### src/rtl/amber48_pkg.sv
// Shared amber48 core types: datapath width, fetch slot/output records and the
// fetch-to-decode hand-off.
package amber48_pkg;

  localparam int XLEN                = 48;
  localparam int BAU_BYTES           = 6;
  localparam int FETCH_DEPTH_DEFAULT = 4;

  localparam logic [2:0] TRAP_FETCH_FAULT = 3'd1;

  typedef logic [XLEN-1:0] amber48_word_t;

  typedef struct packed {
    amber48_word_t pc;
    amber48_word_t instr;
    logic          fault;
    logic          filled;
  } amber48_fetch_slot_s;

  typedef struct packed {
    logic          valid;
    amber48_word_t pc;
    amber48_word_t instr;
    logic          fault;
  } amber48_fetch_out_s;

  typedef struct packed {
    logic          valid;
    amber48_word_t pc;
    amber48_word_t instr;
    logic          trap;
    logic [2:0]    trap_cause;
  } amber48_decode_in_s;

  // A faulting fetch reaches decode as a pre-flagged trap with the fetch cause.
  function automatic amber48_decode_in_s fetch_to_decode(input amber48_fetch_out_s f);
    amber48_decode_in_s d;
    d.valid      = f.valid;
    d.pc         = f.pc;
    d.instr      = f.instr;
    d.trap       = f.fault;
    d.trap_cause = f.fault ? TRAP_FETCH_FAULT : 3'd0;
    return d;
  endfunction

endpackage

### src/rtl/amber48_fetch_ring.sv
// Prefetch slot storage with alloc/fill/head pointers; each pointer carries a
// wrap bit so full and empty are distinguishable.
module amber48_fetch_ring
  import amber48_pkg::*;
#(
  parameter int DEPTH = FETCH_DEPTH_DEFAULT,
  parameter int PW    = $clog2(DEPTH) + 1
) (
  input  logic               clk_i,
  input  logic               rst_ni,
  input  logic               en_i,
  input  logic               flush_i,
  input  logic               alloc_i,
  input  logic [XLEN-1:0]    alloc_pc_i,
  input  logic               fill_i,
  input  logic [XLEN-1:0]    fill_instr_i,
  input  logic               fill_fault_i,
  input  logic               consume_i,
  output logic [PW-1:0]      used_o,
  output logic [PW-1:0]      inflight_o,
  output amber48_fetch_out_s head_o
);

  localparam int IW = PW - 1;

  amber48_fetch_slot_s slots_q [DEPTH];
  logic [PW-1:0]       alloc_q, fill_q, head_q;
  logic [IW-1:0]       alloc_idx, fill_idx, head_idx;

  assign alloc_idx = alloc_q[IW-1:0];
  assign fill_idx  = fill_q[IW-1:0];
  assign head_idx  = head_q[IW-1:0];

  always_ff @(posedge clk_i or negedge rst_ni) begin
    if (!rst_ni) begin
      alloc_q <= '0;
      fill_q  <= '0;
      head_q  <= '0;
      for (int i = 0; i < DEPTH; i++) slots_q[i] <= '0;
    end else if (en_i) begin
      if (flush_i) begin
        // Dropping everything between head and alloc empties the ring in place.
        head_q <= alloc_q;
        fill_q <= alloc_q;
      end else begin
        if (alloc_i) begin
          slots_q[alloc_idx].pc     <= alloc_pc_i;
          slots_q[alloc_idx].fault  <= 1'b0;
          slots_q[alloc_idx].filled <= 1'b0;
          alloc_q                   <= alloc_q + 1'b1;
        end
        if (fill_i) begin
          slots_q[fill_idx].instr  <= fill_instr_i;
          slots_q[fill_idx].fault  <= fill_fault_i;
          slots_q[fill_idx].filled <= 1'b1;
          fill_q                   <= fill_q + 1'b1;
        end
        if (consume_i) begin
          slots_q[head_idx].filled <= 1'b0;
          head_q                   <= head_q + 1'b1;
        end
      end
    end
  end

  assign used_o     = alloc_q - head_q;
  assign inflight_o = alloc_q - fill_q;

  assign head_o.valid = (head_q != fill_q) && slots_q[head_idx].filled;
  assign head_o.pc    = slots_q[head_idx].pc;
  assign head_o.instr = slots_q[head_idx].instr;
  assign head_o.fault = slots_q[head_idx].fault;

endmodule

### src/rtl/amber48_fetch_unit.sv
// amber48 instruction-fetch front end: multi-outstanding imem requests into a
// prefetch ring, redirect squashing and fault halting. Macro AMBER48_FETCH_STATS_EN adds counters.
module amber48_fetch_unit
  import amber48_pkg::*;
#(
  parameter int              DEPTH    = FETCH_DEPTH_DEFAULT,
  parameter int              PC_STEP  = BAU_BYTES,
  parameter logic [XLEN-1:0] RESET_PC = '0
) (
  input  logic            clk_i,
  input  logic            rst_ni,
  input  logic            clk_en_i,
  input  logic            redirect_i,
  input  logic [XLEN-1:0] redirect_pc_i,
  output logic            imem_req_o,
  output logic [XLEN-1:0] imem_addr_o,
  input  logic            imem_ready_i,
  input  logic            imem_valid_i,
  input  logic [XLEN-1:0] imem_data_i,
  input  logic            imem_err_i,
  output logic            fetch_valid_o,
  input  logic            fetch_ready_i,
  output logic [XLEN-1:0] fetch_pc_o,
  output logic [XLEN-1:0] fetch_instr_o,
  output logic            fetch_fault_o
`ifdef AMBER48_FETCH_STATS_EN
  ,
  output logic [31:0]     stat_fetched_o,
  output logic [31:0]     stat_squashed_o
`endif
);

  localparam int            PW    = $clog2(DEPTH) + 1;
  localparam logic [PW:0]   SLOTS = (PW+1)'(DEPTH);

  logic [XLEN-1:0]    pc_q;
  logic [PW-1:0]      drop_cnt_q;
  logic               halt_q;
  logic [PW-1:0]      used, inflight;
  logic [PW:0]        occupancy;
  logic               accept, resp, drop, fill, consume;
  amber48_fetch_out_s head;

  // Squashed requests still hold a slot's worth of credit until their response returns.
  assign occupancy  = {1'b0, used} + {1'b0, drop_cnt_q};
  assign imem_req_o = rst_ni && clk_en_i && !redirect_i && !halt_q && (occupancy < SLOTS);
  assign imem_addr_o = pc_q;

  assign accept  = imem_req_o && imem_ready_i;
  assign resp    = clk_en_i && imem_valid_i;
  assign drop    = resp && (drop_cnt_q != '0);
  assign fill    = resp && (drop_cnt_q == '0) && !redirect_i;
  assign consume = clk_en_i && head.valid && fetch_ready_i && !redirect_i;

  always_ff @(posedge clk_i or negedge rst_ni) begin
    if (!rst_ni) begin
      pc_q       <= RESET_PC;
      drop_cnt_q <= '0;
      halt_q     <= 1'b0;
    end else if (clk_en_i) begin
      if (redirect_i) begin
        pc_q       <= redirect_pc_i;
        drop_cnt_q <= drop_cnt_q + inflight - PW'(resp);
        halt_q     <= 1'b0;
      end else begin
        if (accept) pc_q <= pc_q + XLEN'(PC_STEP);
        if (drop) drop_cnt_q <= drop_cnt_q - 1'b1;
        if (fill && imem_err_i) halt_q <= 1'b1;
      end
    end
  end

  amber48_fetch_ring #(
    .DEPTH (DEPTH),
    .PW    (PW)
  ) u_ring (
    .clk_i        (clk_i),
    .rst_ni       (rst_ni),
    .en_i         (clk_en_i),
    .flush_i      (redirect_i),
    .alloc_i      (accept),
    .alloc_pc_i   (pc_q),
    .fill_i       (fill),
    .fill_instr_i (imem_err_i ? '0 : imem_data_i),
    .fill_fault_i (imem_err_i),
    .consume_i    (consume),
    .used_o       (used),
    .inflight_o   (inflight),
    .head_o       (head)
  );

  assign fetch_valid_o = head.valid;
  assign fetch_pc_o    = head.pc;
  assign fetch_instr_o = head.instr;
  assign fetch_fault_o = head.fault;

`ifdef AMBER48_FETCH_STATS_EN
  function automatic logic [31:0] sat_inc(input logic [31:0] v);
    return (v == '1) ? v : v + 32'd1;
  endfunction

  logic [31:0] fetched_q, squashed_q;

  // Any response not written into a slot counts as squashed, including one landing on a redirect.
  always_ff @(posedge clk_i or negedge rst_ni) begin
    if (!rst_ni) begin
      fetched_q  <= '0;
      squashed_q <= '0;
    end else if (clk_en_i) begin
      if (fill) fetched_q <= sat_inc(fetched_q);
      if (resp && !fill) squashed_q <= sat_inc(squashed_q);
    end
  end

  assign stat_fetched_o  = fetched_q;
  assign stat_squashed_o = squashed_q;
`endif

`ifndef SYNTHESIS
  resp_while_gated_a: assert property (@(posedge clk_i) disable iff (!rst_ni)
    !clk_en_i |-> !imem_valid_i);
`endif

endmodule
### config.mk
export PLATFORM = sky130hd
export DESIGN_NAME = amber48_fetch_unit
export DESIGN_NICKNAME = d
export VERILOG_FILES = /design/src/rtl/amber48_pkg.sv /design/src/rtl/amber48_fetch_ring.sv /design/src/rtl/amber48_fetch_unit.sv
export SDC_FILE = /design/constraint.sdc
export NUM_CORES = 1
export LEC_CHECK = 0
export CORE_MARGIN = 2
export CORE_UTILIZATION = 61
export DETAILED_ROUTE_END_ITERATION = 7
export PLACE_DENSITY = 0.86
export SLEW_MARGIN = 20
export SYNTH_ARGS = -nofsm -noshare
export SYNTH_HDL_FRONTEND = slang
export SYNTH_HIERARCHICAL = 1
export SYNTH_SLANG_ARGS = --single-unit
export TNS_END_PERCENT = 5
### constraint.sdc
create_clock -name clk_i -period 9.7 [get_ports clk_i]
set_input_delay 1.94 -clock clk_i [delete_from_list [all_inputs] [get_ports clk_i]]
set_output_delay 1.94 -clock clk_i [all_outputs]
set_load 0.005 [all_outputs]
==> impl_metrics.yaml, run 1 <==
outcome:
  status: "finished, final reports clean"
yosys:
  syn_nets: 1664
  yosysUniqueCellTypes: 75
  synth_async_sr_flop_share_pct: 100
  synth-seq-cells: 453
  synth_warnings: 6
  synth_ff_type: "dfrtp_1"
  syn_area_per_cell_um2: 14.5
  syn_area_mm2: 0.0222
  synth_edf_count: 0
  synth_cells: 1535
  yosysSeqAreaShare_pct: 51.1
pwr:
  leakagePower_nw: 12.7
  comb_power_share_pct: 20.2
  p_per_area_mw_per_mm2: 200
  pwr-share-seq_pct: 43.4
  intPower_w: 0.00386
  switching_share_pct: 27.3
  power_frac_clock_pct: 36.4
  ir_worst_vdd_mv: 0.164
  p_sw_w: 0.00145
floorplanning:
  die_h_um: 195
  die_w_um: 195
  start_util_pct: 62.1
  die-area_mm2: 0.0379
  rows: 69
  ioPinCount: 251
  core-area_mm2: 0.0357
sta:
  fin_tns_setup_ps: 0
  skew_ps: 18.3
  hold_viol: 0
  grt_setup_unrepaired: "no"
  relSlewSlack_pct: 26.6
  slew_violations: 0
  min_period_ps: 5900
  setup_viol: 0
  max_slew.worst_pin.slew_ps: 1090
  fin_crit_sh_pct: 60.8
  fmax_ghz: 0.170
setup_path:
  cp_num_cells: 6
  crit_path_top_delay_cell: "clkdlybuf4s50_1"
  critical_path.endpoint_type: "primary output"
  arrival_ps: 3960
  r2r_slack_ps: 4640
  worstSetupPathType: "in2out"
  path_buf_inv: 3
  cp-start-kind: "primary input"
  cp_common_cell: "clkdlybuf4s50_1"
  path_max_fanout: 27
  rr_worst_depth: 12
  slowest_delay_ps: 560
  worstPathRequired_ps: 7760
  cp_cell_sequence: "clkdlybuf4s50_1 -> buf_4 -> nor4b_2 -> nand2_1 -> nor4b_1 -> clkdlybuf4s50_1"
  r2r-start: "u_ring/head_q[0]"
  path_delay_family: "buffers and inverters"
clock_tree:
  numCtsBuffers: 49
  clkTransAtPathRegs_ps: 50
  cts_tree: "done"
  cts.repair.resized: 0
  clock-root-buffer: "clkbuf_16"
  cts_num_sinks: 453
  ctsHoldBuffers: 0
  insertion_delay_ps: 570
  clockBufferDepth: 3
  post-cts-setup-buffers: 0
  h-tree-depth: 2
placement:
  numPortBuffers: 250
  hpwl_mm: 33.6
  finalWeightedCongestion: 0.895
worst_hold_path:
  hold_depth: 1
  min_path_type: "reg2reg"
route:
  num_vias: 14300
  drc: 0
  drt_iter0_markers: 1098
  post_drt_wl_per_cell_um: 23.9
  first_pass_iters: 5
  wirelength_mm: 54.1
  drtAntennaViolNets: 0
  routed_via_density: 6.32
global_routing:
  grt_pass1_wl_mm: 87.3
  grt_remaining_overflow: 0
  grtUsageTotal_pct: 29.2
  grt_antenna_before_repair: 9
  grt_pass1_vias: 15400
  grt_max_degree: 214
final_layout:
  final_nets: 1890
  utilization_pct: 74.3
  syn_to_final_growth_pct: 19.7
  drive_gt1_share_pct: 33.4
run:
  maxCapViolCount: 0
how the worst max path moves through the flow:
stage	startpoint	to
2_1_floorplan	redirect_i	imem_req_o
3_3_place_gp	clk_en_i	imem_req_o
3_5_place_dp	clk_en_i	imem_req_o
4_1_cts	clk_en_i	imem_req_o
5_1_grt	clk_en_i	imem_req_o
6_report	clk_en_i	imem_req_o
Yosys cell counts (11+ instances only):
cell	count	share of area (%)
mux4_2	98	9.9
mux2_2	281	14
mux2_1	12	0.61
nand3_1	29	0.65
inv_1	34	0.57
dfrtp_1	453	51
o21ai_0	30	0.68
nand2_1	40	0.68
nor2b_1	51	1.4
buf_2	29	0.65
mux2_4	94	6.4
o22ai_1	14	0.39
ha_1	22	1.2
a21oi_1	40	0.90
nor2_1	42	0.71
nor3_1	18	0.41
and3_1	11	0.31
clkbuf_1	23	0.39
buf_6	26	1.3
nand4_1	23	0.65
metal layers:
layer  up-vias  part of all wire (%)  global-route usage [%]
met3       100                   6.8                    6.96
met5         -                  0.14                       0
li1       6220                     -                       -
met4        12                   2.6                    8.17
met1      7469                    41                    39.2
met2       483                    49                    48.0
placed cells by master (no fill, tap or decap), types with 11 or more instances in the layout:
cell type and instances:
mux2_1 12, o22ai_1 14, dfrtp_1 451, nor2_1 41
inv_1 34, mux2_4 94, nand4_1 23, o21ai_0 30
and3_1 11, clkdlybuf4s50_1 247, clkbuf_1 17, ha_1 22
mux2_2 281, buf_4 21, clkbuf_16 51, a21oi_1 40
nor3_1 18, mux4_2 98, nor2b_1 51, nand2_1 40
nand3_1 29
stage by stage:
stage	hold WS (ps)	setup WS, ps	total power, W	instance area, µm²	instances
final	487	3800	0.00532	26600	2261
after global routing	508	3680	0.00556	26600	2258
after CTS	491	3770	0.00536	26500	2257
after detailed placement	479	3760	0.00340	24900	2170
after global placement	468	3750	0.00336	24900	2170
after floorplan	459	5020	0.00289	22200	1535
cells by family after synthesis:
family | count (synthesis) | share of synthesized area (%)
flops | 453 | 51.1
compound gates | 153 | 4.64
mux | 493 | 31.5
xor+xnor | 12 | 0.473
simple gates | 265 | 7.31
fa+ha+maj | 25 | 1.51
buf+inv | 134 | 3.48
cell type report:
class	instances	area, µm²
clock inverters	16	287
clock buffers	71	1380
repair buffers	274	2710
flip-flops and latches	453	11300
well taps	461	577
multi-input cells	948	10100
fillers	2214	9170
diodes	3	7.51
inverters	35	131
power groups by stage:
stage / Sequential, W / Clock (W) / Combinational, W
after floorplan: 0.00222 / 0 / 0.000673
after global placement: 0.00232 / 0 / 0.00104
after detailed placement: 0.00233 / 0 / 0.00107
after CTS: 0.00231 / 0.00197 / 0.00108
after global routing: 0.00234 / 0.00205 / 0.00117
final: 0.00231 / 0.00194 / 0.00107
No activity file was read; power rests on OpenSTA's default activity.
==> inputs of run 2 (changes only) <==
Settings changed: CORE_UTILIZATION 61 to 51, PLACE_DENSITY 0.86 to 0.76.
Clock period 9.7 ns to 4.84 ns, I/O delays scaled along.
==> impl_metrics.yaml, run 2 (same netlist as run 1, synthesis figures left out) <==
pwr:
  ir_worst_vdd_mv: 0.311
  p_per_area_mw_per_mm2: 402
  design_power_total_w: 0.0108
  leakagePower_nw: 12.8
route:
  drtAntennaViolNets: 0
  drc: 0
  routed_via_density: 5.97
  drt_iter0_markers: 1256
  wirelength_mm: 55.9
  post_drt_wl_per_cell_um: 23.4
  first_pass_iters: 5
  num_vias: 14300
sta:
  skew_ps: 16.2
  fin_tns_setup_ps: 0
  min_period_ps: 4590
  setup_viol: 0
  relSlewSlack_pct: 26.3
  max_slew.worst_pin.slew_ps: 1110
  fmax_ghz: 0.218
  fin_crit_sh_pct: 94.8
  hold_viol: 0
  grt_setup_unrepaired: "no"
  slew_violations: 0
clock_tree:
  clock-root-buffer: "clkbuf_16"
  cts_num_sinks: 453
  numCtsBuffers: 49
  insertion_delay_ps: 590
  clkTransAtPathRegs_ps: 60
  clockBufferDepth: 3
  ctsHoldBuffers: 0
  cts.repair.resized: 0
  post-cts-setup-buffers: 0
  h-tree-depth: 2
  cts_tree: "done"
placement:
  finalWeightedCongestion: 0.847
  numPortBuffers: 250
  hpwl_mm: 35.2
final_layout:
  regArea_mm2: 0.0113
  drive_gt1_share_pct: 34.2
  final_nets: 1894
  fillers: 3259
  mostFrequentLayoutCell: "dfrtp_1"
  multiInputGateArea_mm2: 0.0101
  syn_to_final_growth_pct: 21.1
  final_cell_mix: "dfrtp_1 (451), mux2_2 (281), clkdlybuf4s50_1 (247)"
global_routing:
  grt_pass1_wl_mm: 87.3
  grt_remaining_overflow: 0
  grt_max_degree: 161
  grtUsageTotal_pct: 25.2
  grt_pass1_vias: 14900
  grt_antenna_before_repair: 6
setup_path:
  worstPathRequired_ps: 3870
  arrival_ps: 3620
  path_max_fanout: 5
  critical_path.endpoint_type: "primary output"
  worstSetupPathType: "reg2out"
  cp-start-kind: "flip-flop"
floorplanning:
  core-area_mm2: 0.0430
  die_w_um: 213
  rows: 76
  die_h_um: 213
  start_util_pct: 51.7
  ioPinCount: 251
  die-area_mm2: 0.0452
worst_hold_path:
  min_path_type: "in2async"
run:
  maxCapViolCount: 0
outcome:
  status: "finished, final reports clean"
[run 2: cell types whose count changed in the layout (fill, tap and decap cells not counted), sizes merged]
cell,previous run,this run
clkinv,7,10
inv,35,36
buf,27,31
bufinv,8,7
diode,3,1
clkinvlp,1,2
[run 2: layer usage]
layer | routed length (µm) | part of all wire, % | GRT usage [%]
met1 | 23700 | 42 | 34.5
met2 | 26900 | 48 | 40.9
met3 | 4020 | 7.2 | 5.54
met4 | 1210 | 2.2 | 6.87
met5 | 58 | 0.10 | 0
[run 2: cell type report]
type                    count  area share, %
flip-flops and latches    453           42.2
inverters                  35          0.489
well taps                 585           2.72
diodes                      1        0.00931
repair buffers            278           10.3
clock inverters            20           1.08
multi-input cells         948           37.7
clock buffers              71           5.51
[run 2: worst paths after layout]
| check | start | slack [ps] | cells past startpoint | to |
|---|---|---|---|---|
| worst max-delay path | u_ring/alloc_q[0] | 250 | 10 | imem_req_o |
| worst min-delay path | rst_ni | 300 | 1 | async pin |
| worst max register to register | u_ring/alloc_q[0] | 1000 | 14 | flip-flop |
| worst min register to register | flip-flop | 490 | 1 | flip-flop |
| max in group asynchronous | rst_ni | 2610 | 3 | async pin |
| min in group clk_i | flip-flop | 490 | 1 | flip-flop |
[run 2: metrics by stage]
step           hold WS, ps  util [%]  setup slack [ps]  std cells  area, µm²
2_1_floorplan          459         -              1450       1535      22200
3_3_place_gp           472      58.4               817       2299      25100
3_5_place_dp           482      58.4               844       2299      25100
4_1_cts                290      62.6               217       2390      26900
5_1_grt                315      62.6              91.0       2390      26900
6_report               299      62.6               250       2391      26900
[run 2: power breakdown]
group / internal, W / switching [W]
Clock: 0.00250 / 0.00155
Sequential: 0.00413 / 0.000441
Combinational: 0.00122 / 0.000985
Total: 0.00785 / 0.00297
[run 2: worst max-delay path, cell delays in order (launching register included)]
cell             delay [ps]
dfrtp_1                 430
inv_1                   150
ha_1                    240
fa_1                    380
xnor2_1                 190
xnor2_1                 140
ha_1                    250
nor4b_2                 310
nand2_1                  90
nor4b_1                 290
clkdlybuf4s50_1         560
==> inputs of run 3 (changes only) <==
Settings changed: GPL_TIMING_DRIVEN set to 1.
==> results of run 3 <==
No change in the layout: final DEF, timing and power equal those of run 2.
